File: src/rtl/servo_pkg.sv
// Shared servo definitions: move codes, sequencer state encoding and the default step/gap timing.
package servo_pkg;

   localparam int unsigned MOVE_W = 4;
   typedef logic [MOVE_W-1:0] move_t;

   // Face turns and their primes; END_CODE marks the end of a move list.
   localparam move_t MOVE_L   = 4'h0;
   localparam move_t MOVE_LP  = 4'h1;
   localparam move_t MOVE_R   = 4'h2;
   localparam move_t MOVE_RP  = 4'h3;
   localparam move_t MOVE_U   = 4'h4;
   localparam move_t MOVE_UP  = 4'h5;
   localparam move_t MOVE_D   = 4'h6;
   localparam move_t MOVE_DP  = 4'h7;
   localparam move_t MOVE_F   = 4'h8;
   localparam move_t MOVE_FP  = 4'h9;
   localparam move_t MOVE_B   = 4'hA;
   localparam move_t MOVE_BP  = 4'hB;
   localparam move_t END_CODE = 4'hF;

   typedef enum logic [2:0] {
      SEQ_IDLE  = 3'd0,
      SEQ_FETCH = 3'd1,
      SEQ_LATCH = 3'd2,
      SEQ_ISSUE = 3'd3,
      SEQ_GAP   = 3'd4,
      SEQ_DONE  = 3'd5
   } seq_state_e;

   // 1 s at 50 MHz; also the translator's step period.
   localparam int unsigned GAP_CYCLES_DEFAULT = 50_000_000;

endpackage

File: src/rtl/gap_timer.sv
// Loadable down-counter: load wins over decrement, decrement stops at zero.
module gap_timer #(
   parameter int unsigned WIDTH = 26
)(
   input  logic             clk,
   input  logic             rst,
   input  logic             load,
   input  logic [WIDTH-1:0] load_value,
   input  logic             dec,
   output logic [WIDTH-1:0] value,
   output logic             zero
);

   logic [WIDTH-1:0] value_q, value_d;
   logic             zero_q, zero_d;

   always_comb begin
      value_d = value_q;
      if (load) begin
         value_d = load_value;
      end else if (dec && (value_q != '0)) begin
         value_d = value_q - WIDTH'(1);
      end
      zero_d = (value_d == '0);
   end

   always_ff @(posedge clk or negedge rst) begin
      if (!rst) begin
         value_q <= '0;
         zero_q  <= 1'b1;
      end else begin
         value_q <= value_d;
         zero_q  <= zero_d;
      end
   end

   assign value = value_q;
   assign zero  = zero_q;

endmodule

File: src/rtl/move_sequencer.sv
// Walks the move list in dmem, hands each code to the translator and spaces moves by a settle gap.
module move_sequencer
   import servo_pkg::*;
#(
   parameter int unsigned           ADDR_WIDTH = 8,
   parameter int unsigned           MOVE_WIDTH = 4,
   parameter int unsigned           DATA_WIDTH = 32,
   parameter logic [ADDR_WIDTH-1:0] START_ADDR = '0,
   parameter logic [MOVE_WIDTH-1:0] END_CODE   = MOVE_WIDTH'(servo_pkg::END_CODE),
   parameter int unsigned           GAP_CYCLES = GAP_CYCLES_DEFAULT
)(
   input  logic                  clk,
   input  logic                  rst,
   input  logic                  start,
   input  logic                  abort,
   output logic [ADDR_WIDTH-1:0] dmem_addr,
   input  logic [DATA_WIDTH-1:0] dmem_rdata,
   output logic [MOVE_WIDTH-1:0] move_code,
   output logic                  move_valid,
   input  logic                  move_done,
   output logic                  busy,
   output logic                  done,
   output logic                  overrun,
   output logic [ADDR_WIDTH:0]   move_count
);

   localparam int unsigned          GAP_W     = (GAP_CYCLES > 1) ? $clog2(GAP_CYCLES) : 1;
   localparam logic [GAP_W-1:0]     GAP_LOAD  = GAP_W'((GAP_CYCLES != 0) ? GAP_CYCLES - 1 : 0);
   localparam logic [ADDR_WIDTH:0]  COUNT_MAX = {1'b1, {ADDR_WIDTH{1'b0}}};

   seq_state_e state_q, state_d;

   logic [ADDR_WIDTH-1:0] dmem_addr_q, dmem_addr_d;
   logic [MOVE_WIDTH-1:0] move_code_q, move_code_d;
   logic                  move_valid_q, move_valid_d;
   logic                  busy_q, busy_d;
   logic                  done_q, done_d;
   logic                  overrun_q, overrun_d;
   logic [ADDR_WIDTH:0]   move_count_q, move_count_d;

   logic [MOVE_WIDTH-1:0] rdata_code_c;
   logic                  unused_rdata_c;
   logic                  addr_last_c;
   logic                  gap_load_c;
   logic                  gap_dec_c;
   logic                  gap_zero;
   logic [GAP_W-1:0]      unused_gap_value;

   assign rdata_code_c   = dmem_rdata[MOVE_WIDTH-1:0];
   assign unused_rdata_c = ^dmem_rdata[DATA_WIDTH-1:MOVE_WIDTH];
   assign addr_last_c    = &dmem_addr_q;
   assign gap_dec_c      = (state_q == SEQ_GAP);

   gap_timer #(
      .WIDTH(GAP_W)
   ) u_gap_timer (
      .clk       (clk),
      .rst       (rst),
      .load      (gap_load_c),
      .load_value(GAP_LOAD),
      .dec       (gap_dec_c),
      .value     (unused_gap_value),
      .zero      (gap_zero)
   );

   // State register.
   always_ff @(posedge clk or negedge rst) begin
      if (!rst) begin
         state_q <= SEQ_IDLE;
      end else begin
         state_q <= state_d;
      end
   end

   // Next state; abort overrides everything, including a coincident move_done.
   always_comb begin
      state_d = state_q;
      if (abort) begin
         state_d = SEQ_IDLE;
      end else begin
         unique case (state_q)
            SEQ_IDLE, SEQ_DONE: if (start) state_d = SEQ_FETCH;
            SEQ_FETCH:          state_d = SEQ_LATCH;
            SEQ_LATCH:          state_d = (rdata_code_c == END_CODE) ? SEQ_DONE : SEQ_ISSUE;
            SEQ_ISSUE: begin
               if (move_done) begin
                  if (addr_last_c)          state_d = SEQ_DONE;
                  else if (GAP_CYCLES == 0) state_d = SEQ_FETCH;
                  else                      state_d = SEQ_GAP;
               end
            end
            SEQ_GAP:            if (gap_zero) state_d = SEQ_FETCH;
            default:            state_d = SEQ_IDLE;
         endcase
      end
   end

   // Output and datapath next values; everything holds unless a transition changes it.
   always_comb begin
      dmem_addr_d  = dmem_addr_q;
      move_code_d  = move_code_q;
      move_valid_d = move_valid_q;
      overrun_d    = overrun_q;
      move_count_d = move_count_q;
      gap_load_c   = 1'b0;
      busy_d       = state_d inside {SEQ_FETCH, SEQ_LATCH, SEQ_ISSUE, SEQ_GAP};
      done_d       = (state_d == SEQ_DONE);
      if (abort) begin
         move_valid_d = 1'b0;
      end else begin
         unique case (state_q)
            SEQ_IDLE, SEQ_DONE: begin
               if (start) begin
                  dmem_addr_d  = START_ADDR;
                  move_count_d = '0;
                  overrun_d    = 1'b0;
               end
            end
            SEQ_LATCH: begin
               if (rdata_code_c != END_CODE) begin
                  move_code_d  = rdata_code_c;
                  move_valid_d = 1'b1;
               end
            end
            SEQ_ISSUE: begin
               if (move_done) begin
                  move_valid_d = 1'b0;
                  if (move_count_q != COUNT_MAX) begin
                     move_count_d = move_count_q + (ADDR_WIDTH+1)'(1);
                  end
                  // The list never wraps: the last address ends the sequence.
                  if (addr_last_c) begin
                     overrun_d = 1'b1;
                  end else begin
                     dmem_addr_d = dmem_addr_q + ADDR_WIDTH'(1);
                     gap_load_c  = (GAP_CYCLES != 0);
                  end
               end
            end
            default: ;
         endcase
      end
   end

   always_ff @(posedge clk or negedge rst) begin
      if (!rst) begin
         dmem_addr_q  <= START_ADDR;
         move_code_q  <= '0;
         move_valid_q <= 1'b0;
         busy_q       <= 1'b0;
         done_q       <= 1'b0;
         overrun_q    <= 1'b0;
         move_count_q <= '0;
      end else begin
         dmem_addr_q  <= dmem_addr_d;
         move_code_q  <= move_code_d;
         move_valid_q <= move_valid_d;
         busy_q       <= busy_d;
         done_q       <= done_d;
         overrun_q    <= overrun_d;
         move_count_q <= move_count_d;
      end
   end

   assign dmem_addr  = dmem_addr_q;
   assign move_code  = move_code_q;
   assign move_valid = move_valid_q;
   assign busy       = busy_q;
   assign done       = done_q;
   assign overrun    = overrun_q;
   assign move_count = move_count_q;

endmodule

File: config.mk
export PLATFORM = sky130hd
export DESIGN_NAME = move_sequencer
export DESIGN_NICKNAME = d
export VERILOG_FILES = /design/src/rtl/servo_pkg.sv /design/src/rtl/gap_timer.sv /design/src/rtl/move_sequencer.sv
export SDC_FILE = /design/constraint.sdc
export NUM_CORES = 1
export LEC_CHECK = 0
export ABC_AREA = 1
export BUFFER_PORTS_ARGS = -buffer_cell sky130_fd_sc_hd__buf_2
export CORE_MARGIN = 2
export CORE_UTILIZATION = 56
export DETAILED_ROUTE_END_ITERATION = 8
export PLACE_DENSITY = 0.8
export SLEW_MARGIN = 5
export SYNTH_ARGS = -nofsm -noshare
export SYNTH_HDL_FRONTEND = slang
export SYNTH_SLANG_ARGS = --single-unit
File: constraint.sdc
create_clock -name clk -period 2.85 [get_ports clk]
set_clock_uncertainty 0.05 [all_clocks]
set_input_delay 0.57 -clock clk [delete_from_list [all_inputs] [get_ports clk]]
set_output_delay 0.57 -clock clk [all_outputs]
set_load 0.005 [all_outputs]
==> implementation parameters <==
Parameter                              Value

Power and ir drop
  Clk pwr share ... 16.4%
  Peak supply drop ... 0.3995 mV
  Fraction of power consumed by sequential logic ... 45.7%
  Pint ... 0.001563 W
  Logic gate share of total power ... 38.0%
  Net switching share of the total power ... 42.27%
  Switching power total ... 0.001144 W
  Power per cell area ... 718.8 mW/mm²
  Leak Pwr ... 1.997 nW

STA
  Final number of setup-violating endpoints ... 0
  Final-report max-slew violation count ... 0
  Number of failing hold endpoints at the final stage ... 0
  Unrepaired setup endpoints after global routing ... no
  Final period utilization ... 90.19%
  Slew HR ... 51.74%
  Highest clock frequency the design can meet ... 389.0 MHz
  Transition time of the tightest slew-check pin ... 0.7239 ns
  Period minus WS final ... 2.571 ns
  Sum Neg Setup Slack ... 0 ns

Route
  First drt pass iteration count ... 5
  Drt via density ... 5.221
  Average detailed-routed wire length per instance ... 12.66 µm
  Wire length reported by the detailed router ... 7720 µm
  Detailed-route DRC error count ... 0
  ANT nets after route ... 0
  Routed via count ... 3185
  Violation count after the first detailed-routing iteration ... 146

Setup path
  Max Fanout on Critical Path ... 12
  Launch point of the worst path ... u_gap_timer.value[0]$_DFF_PN0_
  Worst reg-to-reg setup slack ... 0.28 ns
  Start of the worst register-to-register path ... u_gap_timer.value[0]$_DFF_PN0_
  Cell count of the worst reg-to-reg path ... 15
  Kind of capture point of the worst setup path ... flip-flop
  Required time worst endpoint ... 3.05 ns
  Worst flop-to-flop path endpoint ... u_gap_timer.zero$_DFF_PN1_
  Worst setup path endpoint ... u_gap_timer.zero$_DFF_PN1_
  Startpoint class of the critical path ... flip-flop
  Data arrival time at the worst-slack endpoint ... 2.77 ns
  Worst Setup Path Type ... flip-flop to flip-flop

Die
  Die Width ... 82.33 µm
  Core region area ... 0.005921 mm²
  DIE AREA ... 0.006778 mm²
  # IOs ... 62
  Die boundary height ... 82.33 µm
  Starting utilization of the core area ... 58.03%
  Std-Cell Rows ... 28

Logic synthesis
  Unique masters post-synth ... 34
  Per-instance average area after synthesis ... 6.941 µm²
  Sequential area share after synthesis ... 40.09%
  Gate count after technology mapping ... 495
  Count of synthesis-stage warnings from yosys ... 0
  Post-Synthesis Net Count ... 536
  Total of flip-flops plus latches after synthesis ... 55
  Area of the mapped netlist ... 0.003436 mm²

Clock network
  Clock Sinks ... 55
  H-tree depth reported by CTS ... 2
  Clock transition at path regs ... 0.10 ns
  Hold buffer count at cts ... 0
  Number of CTS-inserted buffers ... 5
  Number of buffers added for setup after CTS ... 0
  Cts repair resizes ... 0
  TritonCTS clock tree ... yes
  Worst skew pair latency ... 0.31 ns
  Maximum buffer depth of the clock tree ... 2
  Clk Tree Root Cell ... sky130_fd_sc_hd__clkbuf_8

Final layout
  Non-filler cells, final ... 610
  Layout net count ... 575
  Layout-stage area growth over the synthesis result ... 9.614%
  Fraction of layout instances using a drive strength above 1 ... 12.71%
  Most frequent standard cell in the layout excluding fill and tap cells ... sky130_fd_sc_hd__nand2_1
  Most used cells in the layout excluding fill and tap cells ... 157 x sky130_fd_sc_hd__nand2_1, 80 x sky130_fd_sc_hd__nor2_1, 58 x sky130_fd_sc_hd__inv_1, 54 x sky130_fd_sc_hd__dfrtp_1, 34 x sky130_fd_sc_hd__nand3_1
  Antenna cells ... 0
  Final non-filler cell area ... 0.003766 mm²

GRT
  Total GRT Usage ... 24.47%
  Met2 routing resource usage after global routing ... 43.31%
  Vias in the first global route ... 2899
  Global-route met3 utilization ... 3.587%
  Antenna violations before repair ... 0
  Gr busiest metal ... met2
  Maximum number of pins on one net before global-route repair ... 32
  Wire length of the first global-routing pass ... 12880 µm
  Met1 layer usage reported by global route ... 31.59%
  Grt ovf ... 0

Placed design
  Number of port buffers ... 33
  Global placement routability congestion ... 0.9554
  Placed Instances ... 602
  Cell area reported after detailed placement ... 0.003677 mm²
  Half-perimeter wire length of the detailed placement result ... 5896 µm

Job
  MaxCap Viol Count ... 0

Min path
  HP Class ... primary input to asynchronous set/reset pin

Run status
  Status ... completed
[synthesized netlist by cell type, drive strengths merged]
cell	n	area, µm²
and3	1	6.260
xnor2	7	61.31
mux2	4	45.04
a31oi	1	6.260
nor2	86	347.8
nor3b	1	7.510
buf	6	55.05
or2	1	6.260
inv	59	221.5
xor2	5	43.79
nand3	35	180.2
a22o	1	8.760
ha	4	50.05
a21oi	20	100.1
o31ai	2	15.01
o21bai	1	7.510
nand4	10	62.56
o21ai	14	70.06
nand2	165	649.4
nor3	11	71.32
dfrtp	54	1351
nand3b	4	30.03
nor4	2	12.51
dfstp	1	26.28
[layer usage]
layer  part of all wire, %  vias up
met4                  0.87        0
met1                    46     1459
met3                   4.7        6
met5                     0        -
li1                      -     1643
met2                    49       77
[metrics by stage]
stage | total power [W] | hold WS [ns] | setup WS (ns) | utilization, %
4_1_cts | 0.002714 | 0.2760 | 0.2756 | 63.61
5_1_grt | 0.002949 | 0.3147 | 0.04674 | 63.61
6_report | 0.002707 | 0.2470 | 0.2795 | 63.61
3_5_place_dp | 0.002265 | 0.4457 | 0.3082 | 62.11
2_1_floorplan | 0.001980 | 0.2244 | 0.8755 | -
3_3_place_gp | 0.002218 | 0.4394 | 0.3420 | 62.11
[cell type report]
| type | instances | area, µm² |
|---|---|---|
| multi-input combinational | 375 | 1782 |
| timing repair buffer | 38 | 202.7 |
| inverter | 59 | 221.5 |
| sequential | 55 | 1378 |
| fill | 546 | 2155 |
| clock buffer | 6 | 72.57 |
| clock inverter | 2 | 16.27 |
| tap | 75 | 93.84 |
[power by group through the flow]
stage,logic (W),clock network (W),registers (W)
final,0.00103,0.000444,0.00124
after global routing,0.00119,0.000483,0.00127
after CTS,0.00102,0.000459,0.00123
after detailed placement,0.00102,0,0.00125
after global placement,0.000983,0,0.00123
after floorplan,0.000792,0,0.00119
[sequential cells by signal, summed over array words and instances, names as in the netlist]
signal             flops
busy                   1
dmem_addr              8
done                   1
move_code              4
move_count             9
move_valid             1
overrun                1
state_q                3
u_gap_timer.value     26
u_gap_timer.zero       1
[worst min-delay path by stage]
stage	start	endpoint	slack [ns]	cells past startpoint
after floorplan	rst	busy$_DFF_PN0_	0.22	0
after global placement	move_code[3]$_DFFE_PN0P_	move_code[3]$_DFFE_PN0P_	0.44	1
after detailed placement	move_code[1]$_DFFE_PN0P_	move_code[1]$_DFFE_PN0P_	0.45	1
after CTS	rst	u_gap_timer.value[6]$_DFF_PN0_	0.28	1
after global routing	rst	u_gap_timer.value[6]$_DFF_PN0_	0.31	1
final	rst	u_gap_timer.value[6]$_DFF_PN0_	0.25	1
[critical path, cell delays in order, from the launching register on]
cell and delay (ns):
sky130_fd_sc_hd__dfrtp_1 0.40, sky130_fd_sc_hd__inv_1 0.19, sky130_fd_sc_hd__ha_1 0.30, sky130_fd_sc_hd__nand2_2 0.18, sky130_fd_sc_hd__nor2_4 0.16, sky130_fd_sc_hd__nand2_2 0.07, sky130_fd_sc_hd__nor2_2 0.12, sky130_fd_sc_hd__nor2_2 0.11
sky130_fd_sc_hd__buf_4 0.20, sky130_fd_sc_hd__nand2_1 0.07, sky130_fd_sc_hd__nand2_1 0.04, sky130_fd_sc_hd__nor2_1 0.13, sky130_fd_sc_hd__nand2_1 0.07, sky130_fd_sc_hd__nor2_1 0.15, sky130_fd_sc_hd__nand3_1 0.13, sky130_fd_sc_hd__nor2_1 0.14
[cells by family after synthesis]
logic type	synth area share [%]
flops	40.09
simple gates	39.99
fa+ha+maj	1.457
xor+xnor	3.059
buf+inv	8.048
mux	1.311
compound gates	6.045
No activity file was read; power rests on OpenSTA's default activity.
